File: src/rtl/riscv_retire_unit.sv
// Retirement monitor: counts accepted retirements, exposes the last visible result,
// and latches HALT once the addi/jalr halt pair retires. RETIRE_TRACE_EN adds PC trace ports.
//
// state  | meaning
// IDLE   | no halt-sequence prefix seen
// SAW0   | HALT_INST0 was the last accepted instruction
// HALTED | halt sequence retired; unit frozen until reset
module riscv_retire_unit (
    input  logic        CLK,
    input  logic        RSTn,
    input  logic        RET_VALID,
    output logic        RET_READY,
    input  logic        RET_FLUSH,
    input  logic [31:0] RET_INST,
    input  logic [1:0]  RET_KIND,
    input  logic [31:0] RET_RESULT,
    input  logic        RET_BR_TAKEN,
`ifdef RETIRE_TRACE_EN
    input  logic [31:0] RET_PC,
    output logic        TRACE_VALID,
    output logic [31:0] TRACE_PC,
`endif
    output logic [31:0] NUM_INST,
    output logic [31:0] OUTPUT_PORT,
    output logic        HALT
);

    localparam logic [31:0] HALT_INST0 = 32'h00c00093;
    localparam logic [31:0] HALT_INST1 = 32'h00008067;

    typedef enum logic [1:0] {
        IDLE   = 2'd0,
        SAW0   = 2'd1,
        HALTED = 2'd2
    } state_t;

    state_t      state_q, state_d;
    logic [31:0] num_inst_q, num_inst_d;
    logic [31:0] out_port_q, out_port_d;
    logic        accept;

    assign accept = RET_VALID & (state_q != HALTED) & ~RET_FLUSH;

    always_comb begin
        state_d = state_q;
        if (accept) begin
            case (state_q)
                IDLE: begin
                    if (RET_INST == HALT_INST0) state_d = SAW0;
                end
                SAW0: begin
                    if (RET_INST == HALT_INST1)      state_d = HALTED;
                    else if (RET_INST == HALT_INST0) state_d = SAW0;
                    else                             state_d = IDLE;
                end
                default: state_d = state_q;
            endcase
        end
    end

    always_comb begin
        num_inst_d = num_inst_q;
        out_port_d = out_port_q;
        if (accept) begin
            // Saturate rather than wrap so a long run never reports a small count.
            if (num_inst_q != 32'hFFFF_FFFF) num_inst_d = num_inst_q + 32'd1;
            case (RET_KIND)
                2'd0, 2'd2: out_port_d = RET_RESULT;
                2'd1:       out_port_d = {31'b0, RET_BR_TAKEN};
                default:    out_port_d = out_port_q;
            endcase
        end
    end

    always_ff @(posedge CLK) begin
        if (!RSTn) begin
            state_q    <= IDLE;
            num_inst_q <= 32'd0;
            out_port_q <= 32'd0;
        end else begin
            state_q    <= state_d;
            num_inst_q <= num_inst_d;
            out_port_q <= out_port_d;
        end
    end

`ifdef RETIRE_TRACE_EN
    logic        trace_valid_q;
    logic [31:0] trace_pc_q;

    always_ff @(posedge CLK) begin
        if (!RSTn) begin
            trace_valid_q <= 1'b0;
            trace_pc_q    <= 32'd0;
        end else begin
            trace_valid_q <= accept;
            if (accept) trace_pc_q <= RET_PC;
        end
    end

    assign TRACE_VALID = trace_valid_q;
    assign TRACE_PC    = trace_pc_q;
`endif

    assign NUM_INST    = num_inst_q;
    assign OUTPUT_PORT = out_port_q;
    assign HALT        = (state_q == HALTED);
    assign RET_READY   = (state_q != HALTED);

endmodule
File: config.mk
export PLATFORM = sky130hd
export DESIGN_NAME = riscv_retire_unit
export DESIGN_NICKNAME = d
export VERILOG_FILES = /design/src/rtl/riscv_retire_unit.sv
export SDC_FILE = /design/constraint.sdc
export NUM_CORES = 1
export LEC_CHECK = 0
export ABC_AREA = 0
export ABC_CLOCK_PERIOD_IN_PS = 2200
export CAP_MARGIN = 20
export CORE_UTILIZATION = 34
export DETAILED_ROUTE_END_ITERATION = 8
export PLACE_DENSITY_LB_ADDON = 0.3
export SYNTH_ARGS = -nofsm -noshare
export SYNTH_HDL_FRONTEND = slang
export SYNTH_SLANG_ARGS = --single-unit
File: constraint.sdc
create_clock -name CLK -period 2.2 [get_ports CLK]
set_input_delay 0.44 -clock CLK [delete_from_list [all_inputs] [get_ports CLK]]
set_output_delay 0.44 -clock CLK [all_outputs]
set_load 0.01 [all_outputs]
**Word level (Yosys, flattened, before mapping)**

Index checks and enable logic that the tools add are counted.

- Add/subtract/negate cells: 1
- Multipliers: 0
- Divide/modulo/power cells: 0
- Order comparisons: 0
- Equality and inequality tests: 9
- Shift operators: 0
- Mux-type cells: 5
- Bitwise operators: 3
- Reductions and logical operators: 8

Operator list:

| kind | count |
|---|---|
| 32-bit case mux with 2 select lines | 1 |
| 32-bit by 1-bit adder with 32-bit output, second input constant | 1 |
| 32-bit by 16-bit == test with 1-bit output, second input constant | 1 |
| 32-bit by 24-bit == test with 1-bit output, second input constant | 1 |
| 32-bit != test, second input constant | 1 |
| 2-bit by 1-bit == test with 1-bit output, second input constant | 2 |
| 2-bit == test, second input constant | 2 |
| 2-bit logical NOT | 2 |
| 2-bit 2-to-1 mux | 2 |
| 2-bit != test, second input constant | 2 |
| 2-bit case mux with 2 select lines | 1 |
| 2-bit AND reduction | 2 |
| 2-bit nonzero test | 2 |
| 3-bit AND reduction | 1 |
| 1-bit bitwise AND | 2 |
| 2-bit OR reduction | 1 |
| 1-bit 2-to-1 mux | 1 |
| 1-bit NOT | 1 |

- Register bits after elaboration: 66
- Bits in latches: 0
- RAM bits: 0
- Memory bits (read-only): 0
- Output and inout port bits: 66
- Word-level logic and storage cells: 29
- Memories kept: 0

**Logic depth before layout (Yosys ltp)**

Gate-level depths: netlist of the first run.

- Depth after elaboration: 4
- Depth in mapped cells: 8

**Worst setup path after synthesis of the first run**

OpenSTA, ideal clock, no wires.

- Kind: input -> register
- Start: input port RET_FLUSH
- End: register num_inst_q[21], in the netlist NUM_INST[21]
- Setup time: 0.070 ns
- Data arrival time: 2.054 ns
- Required time: 2.130 ns
- Setup slack: 0.075 ns
- Cell stages on the path: 7
- Buffers on the path: 2
- Cells stage by stage: nand2b_1 > or3_4 > buf_6 > or3_1 > buf_2 > or4_1 > a21oi_1

- Cells in the longest elaborated chain, start to end: 3

Ends and longest elaborated chain:

| item | RTL line | text |
|---|---|---|
| start: declaration | 13 | `input logic RET_FLUSH,` |
| 1-bit NOT | 42 | `assign accept = RET_VALID & (state_q != HALTED) & ~RET_FLUSH;` |
| 1-bit bitwise AND | 42 |  |
| 2-bit AND reduction (no line) | -- |  |
| end signal: assignment | 82 | `num_inst_q <= num_inst_d;` |
| end: declaration | 38 | `logic [31:0] num_inst_q, num_inst_d;` |

No other way between the ends.
A chain may end at the register's enable or synchronous reset.

**Final worst setup path of the first run**

- Start: input port RET_FLUSH
- End: register num_inst_q[27], in the netlist NUM_INST[27]

The elaborated chain is that of the path after synthesis.

==> results of run 1 <==
-- cell families (layout without fill, tap and decap cells) --
family                     Yosys count  after routing  share of synthesized area (%)
and+or+nand+nor                    156            156                          29.33
AOI/OAI and AO/OA                   85             85                          19.43
DFF                                 66             66                          44.31
buffers and inverters               26            202                          3.651
muxes                                5              5                          1.679
xor gates and xnor gates             4              4                          1.175
adders and majority gates            1              1                         0.4196
-- cell usage in the layout, fill, tap and decap left out, types with 6 or more instances in the layout --
| cell type | Yosys | final |
|---|---|---|
| buf_4 | 0 | 44 |
| dfxtp_1 | 66 | 66 |
| o21ai_0 | 10 | 10 |
| nand3_1 | 16 | 16 |
| nand2_1 | 20 | 20 |
| nor4_1 | 9 | 9 |
| nand2b_1 | 6 | 6 |
| a22oi_1 | 31 | 31 |
| nand4_1 | 12 | 12 |
| clkdlybuf4s50_1 | 0 | 136 |
| or3_1 | 9 | 8 |
| clkbuf_8 | 0 | 10 |
| or4_1 | 8 | 8 |
| nor2_1 | 43 | 42 |
| o41ai_1 | 6 | 6 |
| a21oi_1 | 20 | 20 |
-- state kept, by name (all words and copies together) (netlist names) --
| name | cells |
|---|---|
| NUM_INST | 32 |
| state_q | 2 |
| OUTPUT_PORT | 32 |
-- where the power goes --
part	total (mW)	internal [mW]	switching, mW
logic	0.280	0.180	0.100
clock network	1.04	0.553	0.483
registers	1.23	1.21	0.0117
-- cells in the mapped netlist (2+ instances only) --
library cell / count / area [um^2]
or2_2: 3 / 18.77
or4_1: 8 / 60.06
nand2_1: 20 / 75.07
nor2b_1: 2 / 12.51
o211a_1: 2 / 20.02
nand4_1: 12 / 75.07
nor2_1: 43 / 161.4
o41ai_1: 6 / 52.55
buf_2: 3 / 15.01
and4_1: 5 / 43.79
clkbuf_1: 13 / 48.80
inv_1: 5 / 18.77
dfxtp_1: 66 / 1321
buf_1: 3 / 11.26
a21oi_1: 20 / 100.1
nand3b_1: 3 / 22.52
or3_1: 9 / 56.30
o211ai_1: 5 / 37.54
nand2b_1: 6 / 37.54
or4bb_1: 2 / 22.52
nor4bb_1: 2 / 20.02
a22oi_1: 31 / 232.7
nand3_1: 16 / 80.08
nor4_1: 9 / 56.30
o21ai_0: 10 / 50.05
and3_1: 2 / 12.51
nor4_2: 2 / 25.02
nor3_1: 5 / 25.02
mux2i_1: 5 / 50.05
xor2_1: 3 / 26.28
o31ai_1: 6 / 45.04
-- repair_timing --
item | 4_1_cts | 5_1_grt
endpoints found under the setup margin | 0 | 7
buffers inserted | 0 | 0
resized for setup | 0 | 5
-- critical path, delay by kind of cell --
kind | cells | cell delay [ns]
and+or+nand+nor | 3 | 0.95
buffers and inverters | 2 | 0.57
AOI/OAI and AO/OA | 2 | 0.37
-- path summary, 6_finish.rpt --
| path | startpoint | to | slack [ns] | cells past startpoint |
|---|---|---|---|---|
| worst min register to register | OUTPUT_PORT[0] | OUTPUT_PORT[0] | 0.48 | 2 |
| worst min-delay path | OUTPUT_PORT[0] | OUTPUT_PORT[0] | 0.48 | 2 |
| worst max-delay path | RET_FLUSH | NUM_INST[27] | 0.09 | 7 |
| worst max register to register | NUM_INST[9] | NUM_INST[27] | 0.13 | 7 |
-- area by class of cell --
type | count | area [um^2] | area share [%]
clock buffers | 10 | 137.6 | 2.781
flip-flops and latches | 66 | 1321 | 26.69
multi-input cells | 251 | 1579 | 31.90
repair buffers | 180 | 1692 | 34.18
inverters | 6 | 22.52 | 0.4550
clock inverters | 6 | 66.31 | 1.340
well taps | 105 | 131.4 | 2.654
-- routing by layer --
metal	GRT usage, %	vias up
met5	0	-
met4	11.44	0
met3	8.134	18
met2	34.82	123
met1	23.61	1563
li1	-	1637
-- per-stage QoR --
| stage | hold WS, ns | instance area [um^2] |
|---|---|---|
| final | 0.4756 | 4950 |
| after global routing | 0.5148 | 4950 |
| after CTS | 0.4721 | 4925 |
| after detailed placement | 0.4633 | 4721 |
| after global placement | 0.4401 | 4721 |
| after floorplan | 0.4672 | 2982 |
==> metrics.cfg, run 1 <==
[run_status]
status = finished clean

[timing]
slew_headroom_pct = 70.22
worst_pin_slew_ns = 0.4440
tns_ns = 0
clock-skew-final_ns = 0.01062
period_minus_slack_ns = 2.114
fin_crit_sh_pct = 96.11
fmax_mhz = 473.0
hold_viol = 0
rsz0062_at_grt = no
setup_ws_ns = 0.08564
finalSetupViolCount = 0
slew_viol_final = 0

[run]
maxCapViolCount = 0

[detailed_routing]
first_pass_iters = 5
drtIter0Drc = 121
drc = 0
detail_route.vias_per_cell = 5.354
vias = 3341
wl_mm = 9.141
drt-wirelength-per-cell_um = 14.65
ant_nets = 0
dr_wl_met2_mm = 4.349
wl_met3_um = 823
drt-met1-wl_mm = 3.756
highest_layer = met4

[setup_path]
crit_required_ns = 2.42
crit_path_frequent_cell = or3_4
crit_arrival_ns = 2.33
cp-start-kind = input port
cp_max_fo = 6
critPathCaptureType = register
cp_cell_sequence = clkdlybuf4s50_1 > nand2b_1 > or3_4 > or3_4 > buf_4 > o41ai_1 > a21oi_1
path_class = in2reg
cp_slowest_cell = clkdlybuf4s50_1
critPathMaxStageDelay_ns = 0.42

[pwr]
power_density_nw_per_um2 = 513.7
vdd_ir_drop_max_v = 0.0003305
leakagePower_nw = 1.769
p_total_mw = 2.543

[die]
ios = 137
start_util_pct = 35.75
die_x_um = 95.65
die_h_um = 95.65
num_rows = 33
die_area_um2 = 9148
design.core.area_um2 = 8341

[clock_tree]
cts_tree = yes
clockBufferDepth = 2
cts_made_buffers = 9
root_buffer = clkbuf_8
clkTransAtPathRegs_ns = 0.07
cts.htree.levels = 3
holdBufCountCts = 0
clock_latency_ns = 0.34
cts_sinks = 66

[place]
dpl.cell_count = 608
dp_slack_ns = -0.2749
gp_congestion = 0.8706
portBuffers = 136
place_hpwl_mm = 6.958

[cells_and_area]
drive_above_1_share_pct = 14.26
fin_util_pct = 59.35
num_antenna_cells = 0
areaGrowthSynthToFinish_pct = 66.01
stdcell_count = 624
fillCellCount = 757
nNetsFinal = 586

[global_route]
track_usage_pct = 21.21
grt_max_degree = 33
antenna_found_initial = 0
grt_pass1_vias = 3288
grt_first_pass_wirelength_mm = 15.06
grt_overflow = 0

[synth]
syn_inst = 343
yosysUniqueCellTypes = 47
yosysWarnings = 0
synth_edf_count = 0
synthFlopType = dfxtp_1
yosysSeqAreaShare_pct = 44.31
synth-seq-cells = 66
synthArstFlopShare_pct = 0
syn_avg_cell_area_um2 = 8.693
netlist_area_um2 = 2982
syn_nets = 415

[hold_path]
worstHoldPathType = reg2reg

Note: power is estimated with default switching activity, not from simulation.
==> inputs of run 2 (changes only) <==
CORE_UTILIZATION = 30   (was 34)
==> metrics.cfg, run 2 (same netlist as run 1, synthesis figures left out) <==
[pwr]
leakagePower_nw = 1.831  ; +3.5%
intPower_mw = 2.184  ; +12%
clkPwrFrac_pct = 45.8  ; +5.0 points
power.switching_mw = 0.5988  ; +0.65%
power_density_nw_per_um2 = 547.9  ; +6.6%
p_total_mw = 2.783  ; +9.4%
p_seq_share_pct = 44.1  ; -4.1 points
combPwrFrac_pct = 10.2  ; -0.8 points
vdd_ir_drop_max_v = 0.0003570  ; +8.0%
p_sw_share_pct = 21.52  ; -1.9 points

[clock_tree]
root_buffer = clkbuf_8
clock_latency_ns = 0.34  ; about the same
cts_sinks = 66  ; unchanged
clkTransAtPathRegs_ns = 0.08  ; about the same
clockBufferDepth = 2  ; unchanged
cts.htree.levels = 3  ; unchanged
cts_made_buffers = 9  ; unchanged
cts_tree = yes

[global_route]
grt_max_degree = 47  ; +42%
grt_pass1_vias = 3270  ; -0.55%
grt_overflow = 0  ; unchanged
grt_first_pass_wirelength_mm = 15.10  ; +0.33%
track_usage_pct = 18.49  ; -2.7 points
antenna_found_initial = 0  ; unchanged

[place]
place_hpwl_mm = 6.951  ; -0.11%
dp_slack_ns = -0.3033  ; -0.02838 ns
portBuffers = 136  ; unchanged
gp_congestion = 0.8387  ; -3.7%

[die]
die_h_um = 101.7  ; +6.3%
ios = 137  ; unchanged
die_area_um2 = 10340  ; +13%
die_x_um = 101.7  ; +6.3%
design.core.area_um2 = 9684  ; +16%
num_rows = 36  ; +9.1%
start_util_pct = 30.79  ; -5.0 points

[timing]
rsz0062_at_grt = no
finalSetupViolCount = 0  ; unchanged
worst_pin_slew_ns = 0.4883  ; +0.04433 ns
fmax_mhz = 468.8  ; -0.88%
slew_headroom_pct = 67.45  ; -2.8 points
period_minus_slack_ns = 2.133  ; +0.01884 ns
clock-skew-final_ns = 0.007447  ; -0.003170 ns
tns_ns = 0  ; unchanged
slew_viol_final = 0  ; unchanged
hold_viol = 0  ; unchanged
fin_crit_sh_pct = 96.96  ; +0.86 points
fin_hold_ws_ns = 0.4696  ; -0.006059 ns
setup_ws_ns = 0.06680  ; -0.01884 ns

[hold_path]
hold_depth = 2  ; unchanged
worstHoldPathType = reg2reg
holdPathEnd = OUTPUT_PORT[0]
min_from = OUTPUT_PORT[0]

[cells_and_area]
drive_above_1_share_pct = 14.53  ; +0.27 points
nNetsFinal = 590  ; +0.68%
areaGrowthSynthToFinish_pct = 70.37
mostFrequentLayoutCell = clkdlybuf4s50_1
fillCellCount = 880  ; +16%
num_antenna_cells = 0  ; unchanged
fin_util_pct = 52.45  ; -6.9 points
mostFrequentLayoutCells = 136 x clkdlybuf4s50_1, 66 x dfxtp_1, 46 x buf_4

[setup_path]
cp-start-kind = input port
cp_slowest_cell = clkdlybuf4s50_1
reg2reg_to = NUM_INST[29]
critPathMaxStageDelay_ns = 0.41  ; about the same
crit_arrival_ns = 2.34  ; about the same
cpLargestDelayFamily = simple AND/OR/NAND/NOR gates
crit_required_ns = 2.41  ; about the same
crit_path_frequent_cell = or3_4
rr_worst_depth = 6  ; -1
cp_cell_sequence = clkdlybuf4s50_1 > nand2b_1 > or3_4 > or3_4 > buf_4 > o41ai_1 > a21oi_1
path_class = in2reg
r2r-start = NUM_INST[22]
r2r_setup_slack_ns = 0.12  ; about the same
cp.buffers_inverters = 2  ; unchanged
cp_max_fo = 6  ; unchanged
critPathCaptureType = register

[run]
maxCapViolCount = 0  ; unchanged

[detailed_routing]
detail_route.vias_per_cell = 5.088  ; -5.0%
drt-wirelength-per-cell_um = 14.00  ; -4.4%
wl_mm = 9.187  ; +0.50%
first_pass_iters = 4  ; -1
drtIter0Drc = 108  ; -11%
ant_nets = 0  ; unchanged
vias = 3338  ; -0.090%
drc = 0  ; unchanged

[run_status]
status = finished clean

-- run 2: layout make-up --
type / count / area, um^2 / share of cell area, %
clock buffer: 10 / 137.6 / 2.709
clock inverter: 6 / 112.6 / 2.217
inverter: 6 / 22.52 / 0.4433
multi-input combinational: 251 / 1573 / 30.96
sequential: 66 / 1321 / 26.01
tap: 133 / 166.4 / 3.276
timing repair buffer: 184 / 1747 / 34.38
-- run 2: repair_timing --
action,4_1_cts,5_1_grt
hold endpoints to repair,0,0
setup buffers,0,0
hold buffers,0,0
resized for setup,0,3
endpoints found under the setup margin,0,4
-- run 2: worst max path at each step --
stage	to	slack [ns]	startpoint	depth (start not counted)
floorplan	NUM_INST[21]	0.08	RET_FLUSH	7
global placement	NUM_INST[25]	-0.24	RET_FLUSH	7
detailed placement	NUM_INST[27]	-0.30	RET_FLUSH	7
CTS	NUM_INST[27]	0.07	RET_FLUSH	7
global route	NUM_INST[27]	0.002	RET_FLUSH	7
finish	NUM_INST[25]	0.07	RET_FLUSH	7
-- run 2: worst register-to-register path: cells and delay by family, from the launching register on --
family,cells,cell delay (ns)
DFF,1,0.33
AOI/OAI and AO/OA,1,0.17
and+or+nand+nor,4,1.32
buffers and inverters,1,0.18
-- run 2: routing by layer --
| metal | track usage [%] | share of wire (%) | vias up | wire (um) |
|---|---|---|---|---|
| met1 | 21.31 | 42 | 1555 | 3873 |
| li1 | - | - | 1651 | - |
| met4 | 7.023 | 1.7 | 0 | 160 |
| met5 | 0 | 0 | - | 0 |
| met2 | 31.86 | 48 | 115 | 4438 |
| met3 | 5.866 | 7.8 | 17 | 714 |
-- run 2: power groups by stage --
stage | clock, mW | combinational, mW | sequential [mW]
detailed placement | 0 | 0.284 | 1.25
global placement | 0 | 0.280 | 1.25
finish | 1.27 | 0.283 | 1.23
global route | 1.35 | 0.306 | 1.23
floorplan | 0 | 0.0728 | 1.26
CTS | 1.30 | 0.286 | 1.23
-- run 2: through the flow --
stage          instance area (um^2)  std cells
6_report                       5080        656
5_1_grt                        5080        656
4_1_cts                        5061        656
3_5_place_dp                   4811        640
3_3_place_gp                   4811        640
2_1_floorplan                  2982        343
==> inputs of run 3 (changes only) <==
ABC_AREA = unset   (was 0)
==> results of run 3 <==
No change in the layout: final DEF, timing and power equal those of run 2.
